--- src/rtl/reaction_delay_timer.sv ---
// ---------------------------------------------------------------------------
// reaction_delay_timer: random start delay countdown, then reaction time in ms
// Optional macro FALSE_START_DETECT_EN adds false_start (react during COUNT)
// Revision: 1.0
// ---------------------------------------------------------------------------
`timescale 1ns/1ps
`default_nettype none

module reaction_delay_timer #(
  parameter int LFSR_W    = 14,
  parameter int MIN_DELAY = 250,
  parameter int RT_W      = 14
) (
  input  logic              clk,
  input  logic              rst,
  input  logic              tick,
  input  logic              start_delay,
  input  logic [LFSR_W-1:0] lfsr_value,
  input  logic              react,
  output logic              timeout,
  output logic              busy,
  output logic [RT_W-1:0]   reaction_ms,
  output logic              valid
`ifdef FALSE_START_DETECT_EN
  ,
  output logic              false_start
`endif
);

  typedef enum logic [2:0] {
    IDLE       = 3'd0,
    COUNT      = 3'd1,
    LIGHTS_OUT = 3'd2,
    MEASURE    = 3'd3,
    DONE       = 3'd4
  } state_t;

  localparam logic [LFSR_W-1:0] MIN_D  = LFSR_W'(MIN_DELAY);
  localparam logic [RT_W-1:0]   RT_MAX = '1;

  state_t              state, state_n;
  logic                start_q;
  logic [LFSR_W-1:0]   delay_cnt, delay_n;
  logic [RT_W-1:0]     rt_cnt, rt_n, reaction_n;
  logic                timeout_n, valid_n;
  logic                lo_tick, lo_tick_n;
  logic                start_rise;
  logic                fs_abort;
  logic [LFSR_W-1:0]   delay_load;
  logic [RT_W-1:0]     rt_inc;

  assign start_rise = start_delay & ~start_q;
  assign delay_load = (lfsr_value < MIN_D) ? MIN_D : lfsr_value;
  assign rt_inc     = (rt_cnt == RT_MAX) ? rt_cnt : rt_cnt + 1'b1;
  assign busy       = (state != IDLE) && (state != DONE);

`ifdef FALSE_START_DETECT_EN
  logic fs_n;
  assign fs_abort = react;
`else
  assign fs_abort = 1'b0;
`endif

  always_comb begin
    state_n    = state;
    delay_n    = delay_cnt;
    rt_n       = rt_cnt;
    reaction_n = reaction_ms;
    timeout_n  = timeout;
    valid_n    = 1'b0;
    lo_tick_n  = lo_tick;
`ifdef FALSE_START_DETECT_EN
    fs_n       = false_start;
`endif
    case (state)
      IDLE: begin
        if (start_rise) begin
          delay_n = delay_load;
          state_n = COUNT;
`ifdef FALSE_START_DETECT_EN
          fs_n    = 1'b0;
`endif
        end
      end
      COUNT: begin
        if (fs_abort) begin
          reaction_n = RT_MAX;
          valid_n    = 1'b1;
          delay_n    = '0;
          state_n    = DONE;
`ifdef FALSE_START_DETECT_EN
          fs_n       = 1'b1;
`endif
        end else if (tick) begin
          if (delay_cnt <= LFSR_W'(1)) begin
            delay_n   = '0;
            timeout_n = 1'b1;
            rt_n      = '0;
            lo_tick_n = 1'b0;
            state_n   = LIGHTS_OUT;
          end else begin
            delay_n = delay_cnt - 1'b1;
          end
        end
      end
      LIGHTS_OUT, MEASURE: begin
        if (react) begin
          reaction_n = rt_cnt;
          valid_n    = 1'b1;
          timeout_n  = 1'b0;
          state_n    = DONE;
        end else if (tick) begin
          rt_n = rt_inc;
          // timeout survives the first tick after entry and drops on the second
          if (state == LIGHTS_OUT) begin
            if (lo_tick) begin
              timeout_n = 1'b0;
              state_n   = MEASURE;
            end else begin
              lo_tick_n = 1'b1;
            end
          end
        end
      end
      DONE: begin
        if (!react && !start_delay) state_n = IDLE;
      end
      default: state_n = IDLE;
    endcase
  end

  always_ff @(posedge clk) begin
    if (rst) begin
      state       <= IDLE;
      start_q     <= 1'b0;
      delay_cnt   <= '0;
      rt_cnt      <= '0;
      reaction_ms <= '0;
      timeout     <= 1'b0;
      valid       <= 1'b0;
      lo_tick     <= 1'b0;
`ifdef FALSE_START_DETECT_EN
      false_start <= 1'b0;
`endif
    end else begin
      state       <= state_n;
      start_q     <= start_delay;
      delay_cnt   <= delay_n;
      rt_cnt      <= rt_n;
      reaction_ms <= reaction_n;
      timeout     <= timeout_n;
      valid       <= valid_n;
      lo_tick     <= lo_tick_n;
`ifdef FALSE_START_DETECT_EN
      false_start <= fs_n;
`endif
    end
  end

endmodule

`default_nettype wire

--- config.mk ---
export PLATFORM = sky130hd
export DESIGN_NAME = reaction_delay_timer
export DESIGN_NICKNAME = d
export VERILOG_FILES = /design/src/rtl/reaction_delay_timer.sv
export SDC_FILE = /design/constraint.sdc
export NUM_CORES = 1
export LEC_CHECK = 0
export BUFFER_PORTS_ARGS = -buffer_cell sky130_fd_sc_hd__buf_2
export CAP_MARGIN = 20
export CORE_MARGIN = 2
export CORE_UTILIZATION = 25
export DETAILED_ROUTE_END_ITERATION = 8
export GPL_TIMING_DRIVEN = 0
export PLACE_DENSITY = 0.48
export SETUP_SLACK_MARGIN = 0.2
export SYNTH_ARGS = -nofsm -noshare
export SYNTH_HDL_FRONTEND = slang
export SYNTH_SLANG_ARGS = --single-unit
--- constraint.sdc ---
create_clock -name clk -period 1.9 [get_ports clk]
set_input_delay 0 -clock clk [delete_from_list [all_inputs] [get_ports clk]]
set_output_delay 0 -clock clk [all_outputs]
set_load 0.01 [all_outputs]
==> impl_results.md, run 1 <==
* Part of the power in registers at 0.404
* CP max-delay cell: or4_4
* Final net count at 406
* Worst Slack Setup Final at -0.126 ns
* Slew at the pin closest to its max-slew limit at 0.705 ns
* Port bufs at 35
* Gate power share at 0.372
* Antenna violations before repair at 0
* Leak at 1.21 nW
* Required time of the critical path at 2.14 ns
* ANT nets after route at 0
* Hold depth at 3
* Violations in the final reports: negative setup slack
* Most used cell, CP: buf_6
* Synth Area in Compound Gates at 0.292
* CTS root buf: clkbuf_8
* Vias at 2612
* Power Density at 855 nW/um^2
* Row count at 36
* Worst Setup End Kind: flip-flop
* Post-Synthesis Cells at 324
* Final setup viols at 27
* CTS tree: yes
* Pin count of the biggest net entering global routing at 17
* Layout cell share with drive strength beyond 1 at 0.286
* Hold crit path type: in -> reg
* Psw at 0.00105 W
* CORE AREA at 9820 um^2
* Die area at 11000 um^2
* Internal at 0.00182 W
* Synth cell count leaders: dfxtp_1 (49), nand2_1 (49), a21oi_1 (39), nor2_1 (23), inv_1 (20)
* Tcrit/Tclk final at 1.07
* # IOs at 36
* Synth Flop Type: dfxtp_1
* Setup TNS Final at -1.29 ns
* WS Path Type: reg -> reg
* DP HPWL at 5400 um
* Max IR drop VDD at 0.000329 V
* Worst hold margin at 0.0447 ns
* Final Skew at 0.0120 ns
* Clk sinks at 49
* Critical Path Source Type: flip-flop
* DRC Markers at 0
* # H-tree levels at 2
* Initial Util at 0.259
* Crit-path cells: or4_4, nor4_4, buf_6, nor2_4, buf_6, or3_1, a21oi_1
* Max frequency at 494 MHz
* Clk buf depth at 2
* Starting DRT DRC Count at 113
* Switching Share at 0.366
* Yosys warns at 0
* Area delta synth->final at 31.6%
* Simple-Gate Fraction of Synth Area at 0.246
* Post-synth net total at 346
* GRT Total Usage at 0.143
* Final Power at 0.00286 W
* Slew margin rel. at 0.530
* CP max FO at 5
* Synth area leaders: dfxtp_1 (39%), a21oi_1 (7.7%), nand2_1 (7.2%)
* Fin. max-slew vios at 0
* Sequential area share after synthesis at 0.386
* Fin. Hold Viols at 0
* WL/cell at 15.1 um
* CP peak stage delay at 0.55 ns
* Grt ovf at 0
* Largest family of logic cells by synthesized area: compound AO/OA/AOI/OAI gates
* Synth Area per Inst at 7.85 um^2
* Chip width at 105 um
* Status: complete, but fails checks
* TritonCTS Buffers at 5
* RSZ-0062 raised after global routing: true
* Pre-CTS setup slack at -0.268 ns
* First-pass GRT wire length at 12900 um
* Biggest area consumer among synthesized cells: dfxtp_1
* Synth async-reset ratio at 0
* XOR/XNOR Fraction of Synth Area at 0.00344
* WL final at 7820 um
* Clk pwr share at 0.224
* Max_cap viols at 0
* Multiplexer share of the synthesized area at 0
* Tmin final at 2.03 ns
* Vias/cell at 5.04
* Synth cell types at 49
* Number of synthesized flops with an enable pin at 0
* Mapped Area at 2540 um^2
* WP data arrival at 2.27 ns
* Gpl congestion at 0.823
* Post-Synth Adder-Cell Area at 0.0148
* Top-area cell type share of the netlist area at 0.386
* Detailed Routing Iterations Pass 1 at 4
* Vias in the first global route at 2507
* R2R depth at 7
* Die height at 105 um
* Inserted Diodes at 0
* Clock latency on the worst-skew pair at 0.31 ns
* Worst-path clk slew at 0.10 ns
* Yosys reg bits at 49
-- cells by family after synthesis --
logic type / after synthesis
AND/OR/NAND/NOR: 126
AO/OA/AOI/OAI: 108
buffers and inverters: 37
flip-flops: 49
adder cells (fa/ha/maj): 3
XOR/XNOR: 1
-- what timing repair did --
item / CTS / global route
resized for setup: 26 / 38
pin swaps: 14 / 17
endpoints found under the hold margin: 7 / 0
buffers inserted: 9 / 1
endpoints found under the setup margin: 48 / 44
cloned: 1 / 0
hold buffers: 7 / 0
-- routing by layer --
| metal | part of all wire | global-route usage | wire (um) | vias up |
|---|---|---|---|---|
| li1 | - | - | - | 1319 |
| met1 | 0.49 | 0.196 | 3870 | 1230 |
| met4 | 0.010 | 0.0343 | 81 | 0 |
| met5 | 0 | 0 | 0 | - |
| met2 | 0.46 | 0.234 | 3570 | 58 |
| met3 | 0.038 | 0.0256 | 301 | 5 |
-- final cells by class --
| class | count | area (um^2) |
|---|---|---|
| Buffer | 17 | 103 |
| Clock buffer | 5 | 68.8 |
| Timing Repair Buffer | 53 | 343 |
| Multi-Input combinational cell | 238 | 1580 |
| Fill cell | 1096 | 6470 |
| Inverter | 20 | 75.1 |
| Tap cell | 133 | 166 |
| Sequential cell | 49 | 988 |
| Clock inverter | 3 | 21.3 |
-- worst max-delay path, delay by kind of cell (launching register included) --
kind	cells	cell delay, ns
AO/OA/AOI/OAI	1	0.12
buffers and inverters	2	0.29
flip-flops	1	0.33
AND/OR/NAND/NOR	4	1.20
-- cell usage in the layout, fill, tap and decap left out, types with 8 or more instances in the layout --
| cell type | count |
|---|---|
| a21oi_1 | 35 |
| buf_2 | 35 |
| buf_4 | 8 |
| dfxtp_1 | 43 |
| inv_1 | 20 |
| nand2_1 | 47 |
| nor2_1 | 20 |
| nor3_1 | 8 |
| o32ai_1 | 9 |
-- per-stage QoR --
stage	cells	utilization	area, um^2
after global routing	518	0.341	3350
after global placement	492	0.296	2910
after detailed placement	492	0.296	2910
final	518	0.341	3350
after CTS	517	0.329	3230
after floorplan	324	-	2570
-- sequential cells by signal (all words and copies together) (netlist names) --
signal,flops
timeout,1
lo_tick,1
delay_cnt,14
state,3
valid,1
start_q,1
rt_cnt,14
reaction_ms,14
-- power groups by stage --
stage                     clock, W  combinational (W)  sequential [W]
final                     0.000641            0.00106         0.00116
after global routing      0.000704            0.00117         0.00116
after CTS                 0.000678           0.000990         0.00115
after detailed placement         0           0.000832         0.00117
after global placement           0           0.000833         0.00118
after floorplan                  0           0.000622         0.00116
-- final timing paths --
path | start | endpoint | slack (ns)
hold / removal | lfsr_value[0] | delay_cnt[0]$_SDFFE_PP0P_ | 0.04
setup reg to reg | delay_cnt[8]$_SDFFE_PP0P_ | timeout$_SDFFE_PP0P_ | -0.13
hold reg to reg | reaction_ms[7]$_SDFFE_PP0N_ | reaction_ms[7]$_SDFFE_PP0N_ | 0.46
setup / recovery | delay_cnt[8]$_SDFFE_PP0P_ | timeout$_SDFFE_PP0P_ | -0.13
No activity file was read; power rests on OpenSTA's default activity.
==> run 2: changes to the inputs <==
--- a/config.mk
+++ b/config.mk
@@ -8,10 +8,10 @@
 export BUFFER_PORTS_ARGS = -buffer_cell sky130_fd_sc_hd__buf_2
 export CAP_MARGIN = 20
 export CORE_MARGIN = 2
-export CORE_UTILIZATION = 25
+export CORE_UTILIZATION = 51
 export DETAILED_ROUTE_END_ITERATION = 8
 export GPL_TIMING_DRIVEN = 0
-export PLACE_DENSITY = 0.48
+export PLACE_DENSITY = 0.8
 export SETUP_SLACK_MARGIN = 0.2
 export SYNTH_ARGS = -nofsm -noshare
 export SYNTH_HDL_FRONTEND = slang
==> run 2 against run 1 <==
Final area fell by 0.37%. Hold slack lost 0.021 ns. Final cell count down 13%. First-iteration DRC count up 110%. Register-to-register slack worse by 0.06 ns. Count of clock-buffer cells in the layout is the same. Highest routed layer unchanged. Sequential share of layout area up 0.073 points. The run still ends with negative setup slack left. Critical path depth unchanged. Clock skew is 0.0018 ns lower. Maximum frequency shrank 3.0%. Largest cell class unchanged. Clock power is 16% higher. Flip-flop and latch count unchanged.
==> impl_results.md, run 2 (synthesis results as in run 1) <==
* CTS root buf: clkbuf_8
* Fin. max-slew vios at 0
* # H-tree levels at 2
* Gpl congestion at 0.890
* Hold endpoint: delay_cnt[12]$_SDFFE_PP0P_
* RR Startpoint: delay_cnt[8]$_SDFFE_PP0P_
* WP data arrival at 2.33 ns
* Non-Filler Instances at 452
* CTS tree: yes
* Clk sinks at 49
* Switching Share at 0.354
* Placed insts at 426
* Chip width at 74.6 um
* Pin count of the biggest net entering global routing at 15
* GRT Total Usage at 0.274
* Commonest non-fill, non-tap cell in the layout: nand2_1
* Part of the power in registers at 0.375
* # IOs at 36
* ANT nets after route at 0
* Largest registers: delay_cnt: 14 flops, reaction_ms: 14 flops, rt_cnt: 14 flops
* Placed instance area at 2830 um^2
* Violations in the final reports: negative setup slack
* Vias at 2815
* Layout cell share with drive strength beyond 1 at 0.299
* Antenna violations before repair at 0
* Inserted Diodes at 0
* Power Density at 925 nW/um^2
* Area delta synth->final at 31.2%
* Final setup viols at 30
* Required time of the critical path at 2.14 ns
* Leak at 1.24 nW
* Worst Hold Launch: lfsr_value[12]
* Max frequency at 479 MHz
* Met3 usage at 0.0528
* Max_cap viols at 0
* Reg-to-reg setup timing slack at -0.19 ns
* Worst-path clk slew at 0.09 ns
* Final net count at 407
* Port bufs at 35
* Final Skew at 0.0102 ns
* Die area at 5570 um^2
* R2R depth at 7
* # fillers at 382
* TritonCTS Buffers at 5
* Hold crit path type: in -> reg
* Clock latency on the worst-skew pair at 0.31 ns
* Critical Path Source Type: flip-flop
* Multi-input gate area at 1640 um^2
* Grt ovf at 0
* Final core occ at 0.701
* Clk pwr share at 0.242
* Tmin final at 2.09 ns
* Initial Util at 0.535
* Psw at 0.00109 W
* Global-route met2 utilization at 0.444
* Detailed Routing Iterations Pass 1 at 5
* Final Power at 0.00308 W
* Vias/cell at 6.23
* Worst Slack Setup Final at -0.188 ns
* Gate power share at 0.383
* Tcrit/Tclk final at 1.10
* First-pass GRT wire length at 11800 um
* Hold depth at 3
* Post-route cell area at 3330 um^2
* Status: complete, but fails checks
* Die height at 74.6 um
* Vias in the first global route at 2534
* M1 GR Usage at 0.361
* Row count at 25
* Most frequent cells in the layout: nand2_1 (47), dfxtp_1 (44), buf_2 (35), a21oi_1 (32)
* Slew at the pin closest to its max-slew limit at 0.732 ns
* WL final at 7580 um
* Worst Setup End Kind: flip-flop
* Slew margin rel. at 0.507
* Fin. Hold Viols at 0
* Internal at 0.00199 W
* WL/cell at 16.8 um
* Setup TNS Final at -2.85 ns
* Gr busiest metal: met2
* DRC Markers at 0
* Clk buf depth at 2
* DP HPWL at 4710 um
* Starting DRT DRC Count at 242
* Sequential cell area at 987 um^2
* WS Path Type: reg -> reg
* CP max FO at 6
* Max IR drop VDD at 0.000644 V
* RSZ-0062 raised after global routing: true
* CORE AREA at 4750 um^2
* R2r endpoint: timeout$_SDFFE_PP0P_
-- run 2: per-stage QoR --
stage | hold WS, ns | setup WS, ns
after floorplan | 0.128 | -0.0510
after global placement | 0.265 | -0.241
after detailed placement | 0.269 | -0.266
after CTS | 0.0103 | -0.121
after global routing | 0.0546 | -0.268
final | 0.0238 | -0.188
-- run 2: worst max-delay path by stage --
| stage | from | endpoint | slack (ns) | cells after the start |
|---|---|---|---|---|
| after global routing | delay_cnt[8]$_SDFFE_PP0P_ | delay_cnt[6]$_SDFFE_PP0P_ | -0.27 | 8 |
| after detailed placement | delay_cnt[5]$_SDFFE_PP0P_ | rt_cnt[13]$_SDFFE_PP0P_ | -0.27 | 5 |
| final | delay_cnt[8]$_SDFFE_PP0P_ | timeout$_SDFFE_PP0P_ | -0.19 | 7 |
| after global placement | delay_cnt[5]$_SDFFE_PP0P_ | rt_cnt[5]$_SDFFE_PP0P_ | -0.24 | 5 |
| after CTS | delay_cnt[8]$_SDFFE_PP0P_ | timeout$_SDFFE_PP0P_ | -0.12 | 7 |
| after floorplan | delay_cnt[5]$_SDFFE_PP0P_ | timeout$_SDFFE_PP0P_ | -0.05 | 6 |
-- run 2: what timing repair did --
action | CTS | global route
hold buffers | 6 | 0
buffers inserted | 11 | 2
pin swaps | 18 | 9
endpoints found under the hold margin | 6 | 0
resized for setup | 40 | 27
endpoints found under the setup margin | 47 | 44
-- run 2: power groups by stage --
stage	clock network [W]	logic [W]	registers, W
floorplan	0	0.000622	0.00116
global placement	0	0.000796	0.00117
detailed placement	0	0.000821	0.00117
CTS	0.000745	0.00103	0.00115
global route	0.000787	0.00126	0.00116
finish	0.000746	0.00118	0.00116
-- run 2: critical path: stages (launching register included) --
cell and delay, ns:
dfxtp_2 0.33, or4_4 0.55, nor4_4 0.31, buf_4 0.18
nor2_4 0.05, buf_6 0.14, or3_4 0.34, a21oi_2 0.12
-- run 2: layout make-up --
cell class | count | share of cell area
plain buffers | 17 | 0.0296
clock buffers | 5 | 0.0206
clock inverters | 2 | 0.0105
inverters | 20 | 0.0225
multi-input cells | 238 | 0.492
flip-flops and latches | 49 | 0.296
well taps | 67 | 0.0251
repair buffers | 54 | 0.103
-- run 2: metal layers --
layer,vias to the layer above,share of wire,wire (um)
met2,132,0.49,3740
li1,1322,-,-
met4,0,0.023,171
met1,1342,0.42,3160
met5,-,0,0
met3,19,0.068,513
